===== src/rtl/hilo_mac_unit_pkg.sv =====
// hilo_pkg: op codes, FSM encoding and widths shared by the decoder and the HI/LO unit
package hilo_pkg;
  localparam int DATA_W = 32;
  localparam int PROD_W = 64;
  localparam logic [4:0] OP_MUL   = 5'b10010;
  localparam logic [4:0] OP_MULTU = 5'b10011;
  localparam logic [4:0] OP_MADD  = 5'b10100;
  localparam logic [4:0] OP_MSUB  = 5'b10101;
  localparam logic [4:0] OP_MULT  = 5'b10110;
  localparam logic [4:0] OP_MFLO  = 5'b11000;
  localparam logic [4:0] OP_MTHI  = 5'b11001;
  localparam logic [4:0] OP_MTLO  = 5'b11010;
  localparam logic [4:0] OP_MFHI  = 5'b11011;
  typedef enum logic [1:0] {IDLE, RUN, FINISH} state_t;
  function automatic logic is_mul(input logic [4:0] op);
    return op inside {OP_MUL, OP_MULTU, OP_MADD, OP_MSUB, OP_MULT};
  endfunction
  function automatic logic is_move(input logic [4:0] op);
    return op inside {OP_MFLO, OP_MTHI, OP_MTLO, OP_MFHI};
  endfunction
endpackage


===== src/rtl/hilo_mac_unit_if.sv =====
// hilo_mac_unit_if: request/response and HI/LO bundle between the EX stage and the MAC unit
interface hilo_mac_unit_if;
  import hilo_pkg::*;
  logic              Start;
  logic [4:0]        ALUInstruction;
  logic [DATA_W-1:0] A;
  logic [DATA_W-1:0] B;
  logic              Busy;
  logic              Done;
  logic [DATA_W-1:0] Result;
  logic [DATA_W-1:0] HI;
  logic [DATA_W-1:0] LO;
  modport master(output Start, ALUInstruction, A, B, input Busy, Done, Result, HI, LO);
  modport slave(input Start, ALUInstruction, A, B, output Busy, Done, Result, HI, LO);
endinterface


===== src/rtl/hilo_mac_unit_seq_umult32.sv =====
// seq_umult32: unsigned 32x32 shift-add multiplier, one multiplier bit per cycle LSB first
module seq_umult32
  import hilo_pkg::*;
(
  input  logic              Clk,
  input  logic              Reset,
  input  logic              Load,
  input  logic [DATA_W-1:0] A,
  input  logic [DATA_W-1:0] B,
  output logic              Valid,
  output logic [PROD_W-1:0] Prod
);
  logic [DATA_W-1:0] mcand;
  logic [DATA_W-1:0] mplier;
  logic [5:0]        cnt;
  logic              run;
  // Valid flags the final iteration so the parent leaves RUN on the same edge it completes
  assign Valid = run && cnt == 6'd31;
  always_ff @(posedge Clk or posedge Reset)
    if (Reset) begin
      mcand  <= '0;
      mplier <= '0;
      cnt    <= '0;
      run    <= 1'b0;
      Prod   <= '0;
    end else if (Load) begin
      mcand  <= A;
      mplier <= B;
      cnt    <= '0;
      run    <= 1'b1;
      Prod   <= '0;
    end else if (run) begin
      Prod <= Prod + (mplier[cnt[4:0]] ? {{DATA_W{1'b0}}, mcand} << cnt[4:0] : '0);
      cnt  <= cnt + 6'd1;
      run  <= !Valid;
    end
endmodule


===== src/rtl/hilo_mac_unit.sv =====
// hilo_mac_unit: iterative multiply/accumulate unit owning the HI/LO register pair
module hilo_mac_unit
  import hilo_pkg::*;
(
  input logic            Clk,
  input logic            Reset,
  hilo_mac_unit_if.slave bus
);
  state_t            state, state_nx;
  logic [4:0]        op;
  logic              sign, load, move, signed_op, valid;
  logic [DATA_W-1:0] mag_a, mag_b;
  logic [PROD_W-1:0] prod, p, hilo;
  seq_umult32 u_mult (
    .Clk(Clk), .Reset(Reset), .Load(load), .A(mag_a), .B(mag_b), .Valid(valid), .Prod(prod)
  );
  always_ff @(posedge Clk or posedge Reset)
    if (Reset) state <= IDLE;
    else state <= state_nx;
  always_comb
    state_nx = state == IDLE ? (load ? RUN : IDLE) : state == RUN ? (valid ? FINISH : RUN) : IDLE;
  always_comb begin
    bus.Busy = state != IDLE;
    load     = state == IDLE && bus.Start && is_mul(bus.ALUInstruction);
    move     = state == IDLE && bus.Start && is_move(bus.ALUInstruction);
  end
  // The multiplier only sees magnitudes; the sign is reapplied once the product is complete
  always_comb begin
    signed_op = bus.ALUInstruction != OP_MULTU;
    mag_a     = signed_op && bus.A[DATA_W-1] ? -bus.A : bus.A;
    mag_b     = signed_op && bus.B[DATA_W-1] ? -bus.B : bus.B;
    p         = sign ? -prod : prod;
    hilo      = {bus.HI, bus.LO};
  end
  always_ff @(posedge Clk or posedge Reset)
    if (Reset) begin
      op         <= '0;
      sign       <= 1'b0;
      bus.Done   <= 1'b0;
      bus.Result <= '0;
      bus.HI     <= '0;
      bus.LO     <= '0;
    end else begin
      bus.Done <= move || state == FINISH;
      if (load) begin
        op   <= bus.ALUInstruction;
        sign <= signed_op && (bus.A[DATA_W-1] ^ bus.B[DATA_W-1]);
      end
      if (move && bus.ALUInstruction == OP_MTHI) bus.HI <= bus.A;
      if (move && bus.ALUInstruction == OP_MTLO) bus.LO <= bus.A;
      if (move && bus.ALUInstruction == OP_MFHI) bus.Result <= bus.HI;
      if (move && bus.ALUInstruction == OP_MFLO) bus.Result <= bus.LO;
      if (state == FINISH && op == OP_MUL) bus.Result <= p[DATA_W-1:0];
      if (state == FINISH && op != OP_MUL)
        {bus.HI, bus.LO} <= op == OP_MADD ? hilo + p : op == OP_MSUB ? hilo - p : p;
    end
endmodule


===== src/flat_wrapper.sv =====
// flat-port wrapper written by rule: the top's interface ports become plain ports
module hilo_mac_unit_flat import hilo_pkg::*;
  (Clk, Reset, bus_Start, bus_ALUInstruction, bus_A, bus_B, bus_Busy, bus_Done, bus_Result, bus_HI, bus_LO);
  hilo_mac_unit_if bus_i ();
  input logic Clk;
  input logic Reset;
  input wire logic [$bits(bus_i.Start)-1:0] bus_Start;
  input wire logic [$bits(bus_i.ALUInstruction)-1:0] bus_ALUInstruction;
  input wire logic [$bits(bus_i.A)-1:0] bus_A;
  input wire logic [$bits(bus_i.B)-1:0] bus_B;
  output wire logic [$bits(bus_i.Busy)-1:0] bus_Busy;
  output wire logic [$bits(bus_i.Done)-1:0] bus_Done;
  output wire logic [$bits(bus_i.Result)-1:0] bus_Result;
  output wire logic [$bits(bus_i.HI)-1:0] bus_HI;
  output wire logic [$bits(bus_i.LO)-1:0] bus_LO;
  assign bus_i.Start = bus_Start;
  assign bus_i.ALUInstruction = bus_ALUInstruction;
  assign bus_i.A = bus_A;
  assign bus_i.B = bus_B;
  assign bus_Busy = bus_i.Busy;
  assign bus_Done = bus_i.Done;
  assign bus_Result = bus_i.Result;
  assign bus_HI = bus_i.HI;
  assign bus_LO = bus_i.LO;
  hilo_mac_unit u_core (.Clk(Clk), .Reset(Reset), .bus(bus_i));
endmodule

===== config.mk =====
export PLATFORM = sky130hd
export DESIGN_NAME = hilo_mac_unit_flat
export DESIGN_NICKNAME = d
export VERILOG_FILES = /design/src/rtl/hilo_mac_unit_pkg.sv /design/src/rtl/hilo_mac_unit_if.sv /design/src/rtl/hilo_mac_unit_seq_umult32.sv /design/src/rtl/hilo_mac_unit.sv /design/src/flat_wrapper.sv
export SDC_FILE = /design/constraint.sdc
export NUM_CORES = 1
export LEC_CHECK = 0
export ABC_AREA = 0
export BUFFER_PORTS_ARGS = -buffer_cell sky130_fd_sc_hd__buf_4
export CAP_MARGIN = 15
export CORE_MARGIN = 1
export CORE_UTILIZATION = 40
export CTS_BUF_LIST = sky130_fd_sc_hd__clkbuf_2 sky130_fd_sc_hd__clkbuf_4 sky130_fd_sc_hd__clkbuf_8
export DETAILED_ROUTE_END_ITERATION = 10
export HOLD_SLACK_MARGIN = 0.1
export REMOVE_ABC_BUFFERS = 1
export SLEW_MARGIN = 20
export SYNTH_ARGS = -nofsm -noshare
export SYNTH_HDL_FRONTEND = slang
export SYNTH_SLANG_ARGS = --single-unit
export TNS_END_PERCENT = 5

===== constraint.sdc =====
create_clock -name Clk -period 13.9 [get_ports Clk]
set_input_delay 0.695 -clock Clk [delete_from_list [all_inputs] [get_ports Clk]]
set_output_delay 0.695 -clock Clk [all_outputs]
set_load 0.02 [all_outputs]

==> results.tsv, run 1 <==
stage	metric	value	unit
pwr	Comb power frac	0.676	
die	Die W	258	um
pwr	Max VDD drop	83.3	uV
routing	DRC	0	
pwr	power share of the sequential group	0.190	
die	# rows	93	
routing	wire per inst	23.4	um
routing	ANT nets after route	0	
sta	worst slew pin tran	1120	ps
sta	Hold Fails Final Rpt	0	
synthesis	Mapped Avg Cell Area	7.61	um2
sta	final setup TNS	0	ps
placed_design	final RePlAce weighted congestion	1.02	
synthesis	ys async rst share	1.00	
critical_path	CP arrival	7970	ps
synthesis	number of synthesis warnings	0	
worst_hold_path	Hold WC Path Type	in2async	
pwr	LEAKAGE	13.4	nW
die	starting density of the core	0.406	
synthesis	sequential area share after synthesis	0.229	
grt	grt total ovfl	0	
grt	first-pass GRT wire length	154000	um
critical_path	data required time of the worst path	14390	ps
die	die area	66600	um2
die	die span in y	258	um
pwr	Net Sw Frac	0.536	
sta	Final Setup Violations	0	
sta	RSZ-0062 raised after global routing	no	
placed_design	hpwl dp	77500	um
cts	CTS tree	yes	
placed_design	PortBufs	169	
finish	non-filler instance count after layout	4372	
sta	minimum clock period	7470	ps
routing	Iter 0 DRT Violations	2573	
synthesis	dominant cell type by area after synthesis	dfrtp_1	
pwr	power per cell area	224	nW/um2
sta	relative slew slack	0.257	
synthesis	Distinct cells, synth	98	
cts	clock latency on the worst-skew pair	680	ps
cts	Root Buffer	clkbuf_8	
sta	Final Slew Violations	0	
die	Core Region	64600	um2
routing	Via Count	26600	
cts	clk sinks	240	
sta	Tcrit/Tclk final	0.538	
pwr	Clk network pwr share	0.134	
synthesis	Post-Synthesis Cells	3446	
critical_path	crit end category	flop	
finish	area grow syn2layout	11.1	%
sta	clock skew	56.4	ps
job	Max-cap violations	0	
finish	layout cells sized above 1	0.116	
placed_design	placed cells	4278	
pwr	internal power component	0.00302	W
synthesis	Post-synth EDFFs	0	
finish	Fillers	6708	
pwr	P_sw	0.00349	W
cts	Clock Pin Slew Worst Setup and Hold Paths	60	ps
synthesis	area share of the largest cell type after synthesis	0.229	
cts	Max clock buf depth	3	
cts	setup bufs post-CTS	0	
finish	# nets final	3727	
grt	initial antenna violation count	2	
routing	Initial DRT Pass Iterations	6	
cts	H-tree lvl count	2	
routing	wirelength, routed	102000	um
synthesis	#FFs+latches synth	240	
critical_path	peak fanout along the critical path	54	
critical_path	critical path class	reg2reg	
critical_path	startpoint types	flop	
grt	number of global-route vias before repair	24900	
die	IO Pins	170	
sta	fmax	134	MHz
synthesis	Post-Syn Area	26200	um2
grt	largest net degree at the start of global routing	114	
status	outcome	finished clean	
cts	Post-CTS Hold Buffers	0	
routing	vias per inst	6.09	
cts	cts bufs inserted	50	
synthesis	top_reg_cell synth	dfrtp_1	
cts	post-cts sizing count	0	
sta	hold_ws	220	ps
grt	gr usage total	0.300	
synthesis	top cells by area, synth	dfrtp_1 23%, ha_1 8.4%, a21oi_1 6.4%, nand2_1 5.9%, o21ai_0 5.2%	
## critical path, stage by stage (launching register included)
cell and delay [ps]:
dfrtp_2 1090, mux4_2 420, mux4_2 470, nand2b_1 330, and2_1 910, nor2_1 140
ha_1 460, nand2_1 120, or4_1 520, o211ai_1 360, a21oi_1 220, o311ai_1 660
a31oi_1 310, o21ai_0 350, a31oi_1 210, o41ai_1 420, xor2_1 110, mux2i_1 150
nor2_1 50
## cell usage after synthesis (all sizes together) (40+ instances only)
master  number
a21oi      337
nor3        63
inv        148
a31oi       44
o21ai      276
ha         177
dfrtp      240
xor2       100
xnor2      141
nand2      409
nor2       340
nand3       88
clkbuf     181
a21o        97
mux2i      120
o211ai      40
## final timing paths
check / startpoint / end / slack, ps / cells past startpoint
setup / recovery: u_core.u_mult.cnt[1]$_DFFE_PP0P_ / u_core.u_mult.Prod[61]$_DFFE_PP0P_ / 6430 / 18
setup reg to reg: u_core.u_mult.cnt[1]$_DFFE_PP0P_ / u_core.u_mult.Prod[61]$_DFFE_PP0P_ / 6430 / 18
max in group asynchronous: Reset / u_core.sign$_DFFE_PP0P_ / 11400 / 4
hold reg to reg: u_core.op[4]$_DFFE_PP0P_ / u_core.op[4]$_DFFE_PP0P_ / 460 / 1
hold / removal: Reset / u_core.state[1]$_DFF_PP0_ / 220 / 2
min in group Clk: bus_B[1] / u_core.u_mult.mplier[1]$_DFFE_PP0P_ / 340 / 3
## logic make-up after synthesis
family,synth area share
fa+ha+maj,0.0868
flops,0.229
mux,0.0845
buf+inv,0.0533
compound gates,0.265
simple gates,0.201
xor+xnor,0.0805
## metal layers
| metal | up-vias | share of wire | wire, um | track usage |
|---|---|---|---|---|
| met1 | 12700 | 0.44 | 45000 | 0.412 |
| met5 | - | 0.00012 | 12 | 0 |
| met4 | 2 | 0.041 | 4230 | 0.126 |
| li1 | 12500 | - | - | - |
| met2 | 1140 | 0.44 | 45100 | 0.470 |
| met3 | 211 | 0.077 | 7850 | 0.0415 |
## flip-flops by register name (all words and copies together) (netlist names)
signal / count
u_core.bus.Done: 1
u_core.bus.HI: 32
u_core.bus.LO: 32
u_core.bus.Result: 32
u_core.op: 5
u_core.sign: 1
u_core.state: 2
u_core.u_mult.Prod: 64
u_core.u_mult.cnt: 6
u_core.u_mult.mcand: 32
u_core.u_mult.mplier: 32
u_core.u_mult.run: 1
## layout make-up
type                            instances  area, um2  share of cell area
Clock inverter                         18        203             0.00696
Antenna cell                            2       5.00            0.000172
Multi-Input combinational cell       2838      18900               0.647
Clock buffer                           74        943              0.0324
Inverter                              150        571              0.0196
Timing Repair Buffer                  195       1460              0.0503
Tap cell                              855       1070              0.0367
Sequential cell                       240       6020               0.207
## power by group through the flow
stage / Combinational, W / Clock [W] / Sequential (W)
2_1_floorplan: 0.00311 / 0 / 0.00119
5_1_grt: 0.00479 / 0.000918 / 0.00126
3_3_place_gp: 0.00430 / 0 / 0.00124
6_report: 0.00440 / 0.000872 / 0.00124
4_1_cts: 0.00432 / 0.000893 / 0.00123
3_5_place_dp: 0.00429 / 0 / 0.00124
## metrics by stage
stage / cell area, um2 / total power [W] / util / setup slack [ps]
6_report: 29100 / 0.00651 / 0.451 / 6430
2_1_floorplan: 25400 / 0.00430 / - / 6590
3_3_place_gp: 28000 / 0.00554 / 0.433 / 6500
5_1_grt: 29100 / 0.00697 / 0.451 / 5870
3_5_place_dp: 28000 / 0.00553 / 0.433 / 6460
4_1_cts: 29100 / 0.00644 / 0.451 / 6430
## layout by cell type (no fill, tap or decap), types with 15 or more instances in the layout
cell	synthesis	routed
a211oi_1	30	30
a21o_1	97	97
a21oi_1	336	336
a221o_1	18	18
a31oi_1	44	43
and2_1	16	16
and3_1	19	19
buf_4	1	195
clkbuf_8	0	62
dfrtp_1	240	234
ha_1	177	177
inv_1	147	146
mux2_2	22	22
mux2i_1	120	120
mux4_2	34	34
nand2_1	409	408
nand2b_1	36	35
nand3_1	88	88
nand4_1	22	22
nor2_1	339	338
nor2b_1	28	28
nor3_1	61	58
nor4_1	32	32
o211ai_1	39	39
o21a_1	18	18
o21ai_0	273	273
o21bai_1	30	30
o31ai_1	33	33
o41ai_1	15	15
or3_1	35	33
or4_1	21	21
xnor2_1	141	141
xor2_1	100	100
No activity file was read; power rests on OpenSTA's default activity.
==> inputs of run 2 (changes only) <==
Clock period 13.9 ns to 7.8 ns, I/O delays scaled along.
==> results.tsv, run 2 (synthesis gave the netlist of run 1 again) <==
stage	metric	value	unit
status	outcome	finished clean	
critical_path	terminus of the critical flop-to-flop path	u_core.bus.HI[26]$_DFFE_PP0P_	
critical_path	RR Startpoint	u_core.u_mult.Prod[17]$_DFFE_PP0P_	
placed_design	final RePlAce weighted congestion	1.01	
die	IO Pins	170	
finish	Reg with most FFs	u_core.u_mult.Prod	
pwr	Comb power frac	0.676	
sta	Final Setup Violations	0	
placed_design	hpwl dp	79900	um
cts	clk sinks	240	
worst_hold_path	worst hold start	bus_A[16]	
grt	most used routing layer	met2	
finish	# nets final	3778	
cts	H-tree lvl count	2	
routing	DRC	0	
critical_path	crit end category	flop	
placed_design	Post-DP Area	28000	um2
worst_hold_path	Hold WC Path Type	in2reg	
critical_path	source of the critical timing path	u_core.u_mult.Prod[17]$_DFFE_PP0P_	
critical_path	register-to-register setup slack	810	ps
critical_path	r2r worst-path depth	20	
grt	met2 usage	0.483	
finish	commonest non-fill, non-tap cells in the layout	408 x nand2_1, 338 x nor2_1, 336 x a21oi_1	
cts	CTS tree	yes	
grt	initial antenna violation count	3	
cts	Clock Pin Slew Worst Setup and Hold Paths	60	ps
grt	grt met1 use	0.428	
sta	minimum clock period	6990	ps
sta	Hold Fails Final Rpt	0	
pwr	LEAKAGE	13.6	nW
grt	met3 Use GR	0.0438	
routing	ANT nets after route	0	
pwr	Clk network pwr share	0.135	
grt	number of global-route vias before repair	25500	
die	die area	66600	um2
pwr	Net Sw Frac	0.540	
sta	Final Slew Violations	0	
cts	Max clock buf depth	3	
grt	largest net degree at the start of global routing	125	
routing	Via Count	27100	
critical_path	data required time of the worst path	8350	ps
job	Max-cap violations	0	
sta	Tcrit/Tclk final	0.896	
pwr	total power	0.0118	W
cts	cts bufs inserted	47	
pwr	internal power component	0.00544	W
placed_design	PortBufs	169	
critical_path	startpoint types	flop	
pwr	power per cell area	399	nW/um2
cts	Root Buffer	clkbuf_8	
routing	Initial DRT Pass Iterations	8	
pwr	P_sw	0.00638	W
cts	clock latency on the worst-skew pair	660	ps
sta	fmax	143	MHz
die	Core Region	64600	um2
finish	final core occ	0.459	
critical_path	critical path class	reg2reg	
die	die span in y	258	um
placed_design	Setup WS pre-CTS	894	ps
finish	Finished Cell Area	29700	um2
die	# rows	93	
grt	gr usage total	0.312	
sta	relative slew slack	0.215	
routing	wirelength, routed	106000	um
pwr	Max VDD drop	203	uV
critical_path	peak fanout along the critical path	14	
grt	grt total ovfl	0	
grt	first-pass GRT wire length	160000	um
worst_hold_path	worst hold endpoint	u_core.u_mult.mcand[16]$_DFFE_PP0P_	
finish	max FFs per register	64	
finish	Fillers	6657	
die	Die W	258	um
sta	worst slew pin tran	1180	ps
critical_path	CP arrival	7540	ps
routing	Iter 0 DRT Violations	2966	
die	starting density of the core	0.406	
finish	area grow syn2layout	13.2	%
pwr	power share of the sequential group	0.189	
routing	wire per inst	24.0	um
sta	clock skew	43.8	ps
sta	RSZ-0062 raised after global routing	no	
sta	final setup TNS	0	ps
worst_hold_path	cell depth of the worst hold path	3	
finish	layout cells sized above 1	0.115	
routing	vias per inst	6.13	
sta	final worst slack	812	ps
finish	commonest non-fill, non-tap cell in the layout	nand2_1	
==> run 2: how the worst max path moves through the flow <==
stage / end / slack (ps)
4_1_cts: u_core.bus.HI[26]$_DFFE_PP0P_ / 910
3_5_place_dp: u_core.bus.HI[26]$_DFFE_PP0P_ / 890
3_3_place_gp: u_core.bus.HI[26]$_DFFE_PP0P_ / 910
5_1_grt: u_core.bus.HI[29]$_DFFE_PP0P_ / 410
2_1_floorplan: u_core.u_mult.Prod[61]$_DFFE_PP0P_ / 490
6_report: u_core.bus.HI[26]$_DFFE_PP0P_ / 810
==> run 2: cell type report <==
class	instances	area (um2)	share of cell area
clock buffer	68	898	0.0303
tap	855	1070	0.0361
sequential	240	6020	0.203
inverter	150	571	0.0192
multi-input combinational	2838	18900	0.636
clock inverter	18	245	0.00827
antenna	3	7.51	0.000253
timing repair buffer	249	2000	0.0674
==> run 2: layer usage <==
| metal | vias up | wire length (um) |
|---|---|---|
| met2 | 1310 | 46400 |
| met3 | 262 | 8720 |
| met5 | - | 13 |
| li1 | 12600 | - |
| met4 | 2 | 5260 |
| met1 | 12900 | 45900 |
==> run 2: what timing repair did <==
item | in CTS | in global routing
hold buffers | 47 | 0
resized for setup | 0 | 0
endpoints found under the setup margin | 0 | 0
hold endpoints to repair | 164 | 0
buffers inserted | 0 | 0
==> run 2: power groups by stage <==
stage	logic [W]	clock network (W)	registers (W)
detailed placement	0.00774	0	0.00223
global placement	0.00778	0	0.00223
CTS	0.00779	0.00162	0.00221
finish	0.00799	0.00160	0.00224
global route	0.00866	0.00167	0.00227
floorplan	0.00555	0	0.00212
==> run 2: worst max-delay path, cell delays in order, from the launching register on <==
cell and delay, ps:
dfrtp_1 460, or4_4 580, nor4b_4 650, nand3_1 360, or2_1 370, nand3b_1 250, o41ai_1 380, xor2_1 540
inv_1 120, ha_1 550, nand4_1 240, nor4_1 600, nand2_1 150, nor2_1 220, o211ai_1 200, nand2_1 290
a31oi_1 180, xnor2_1 160, a22oi_1 190, nor2_1 60, a311o_1 330
==> run 2: stage by stage <==
stage / hold slack, ps / instances
floorplan: 426 / 3228
global placement: 442 / 4285
detailed placement: 450 / 4285
CTS: 102 / 4418
global route: 148 / 4419
finish: 137 / 4421
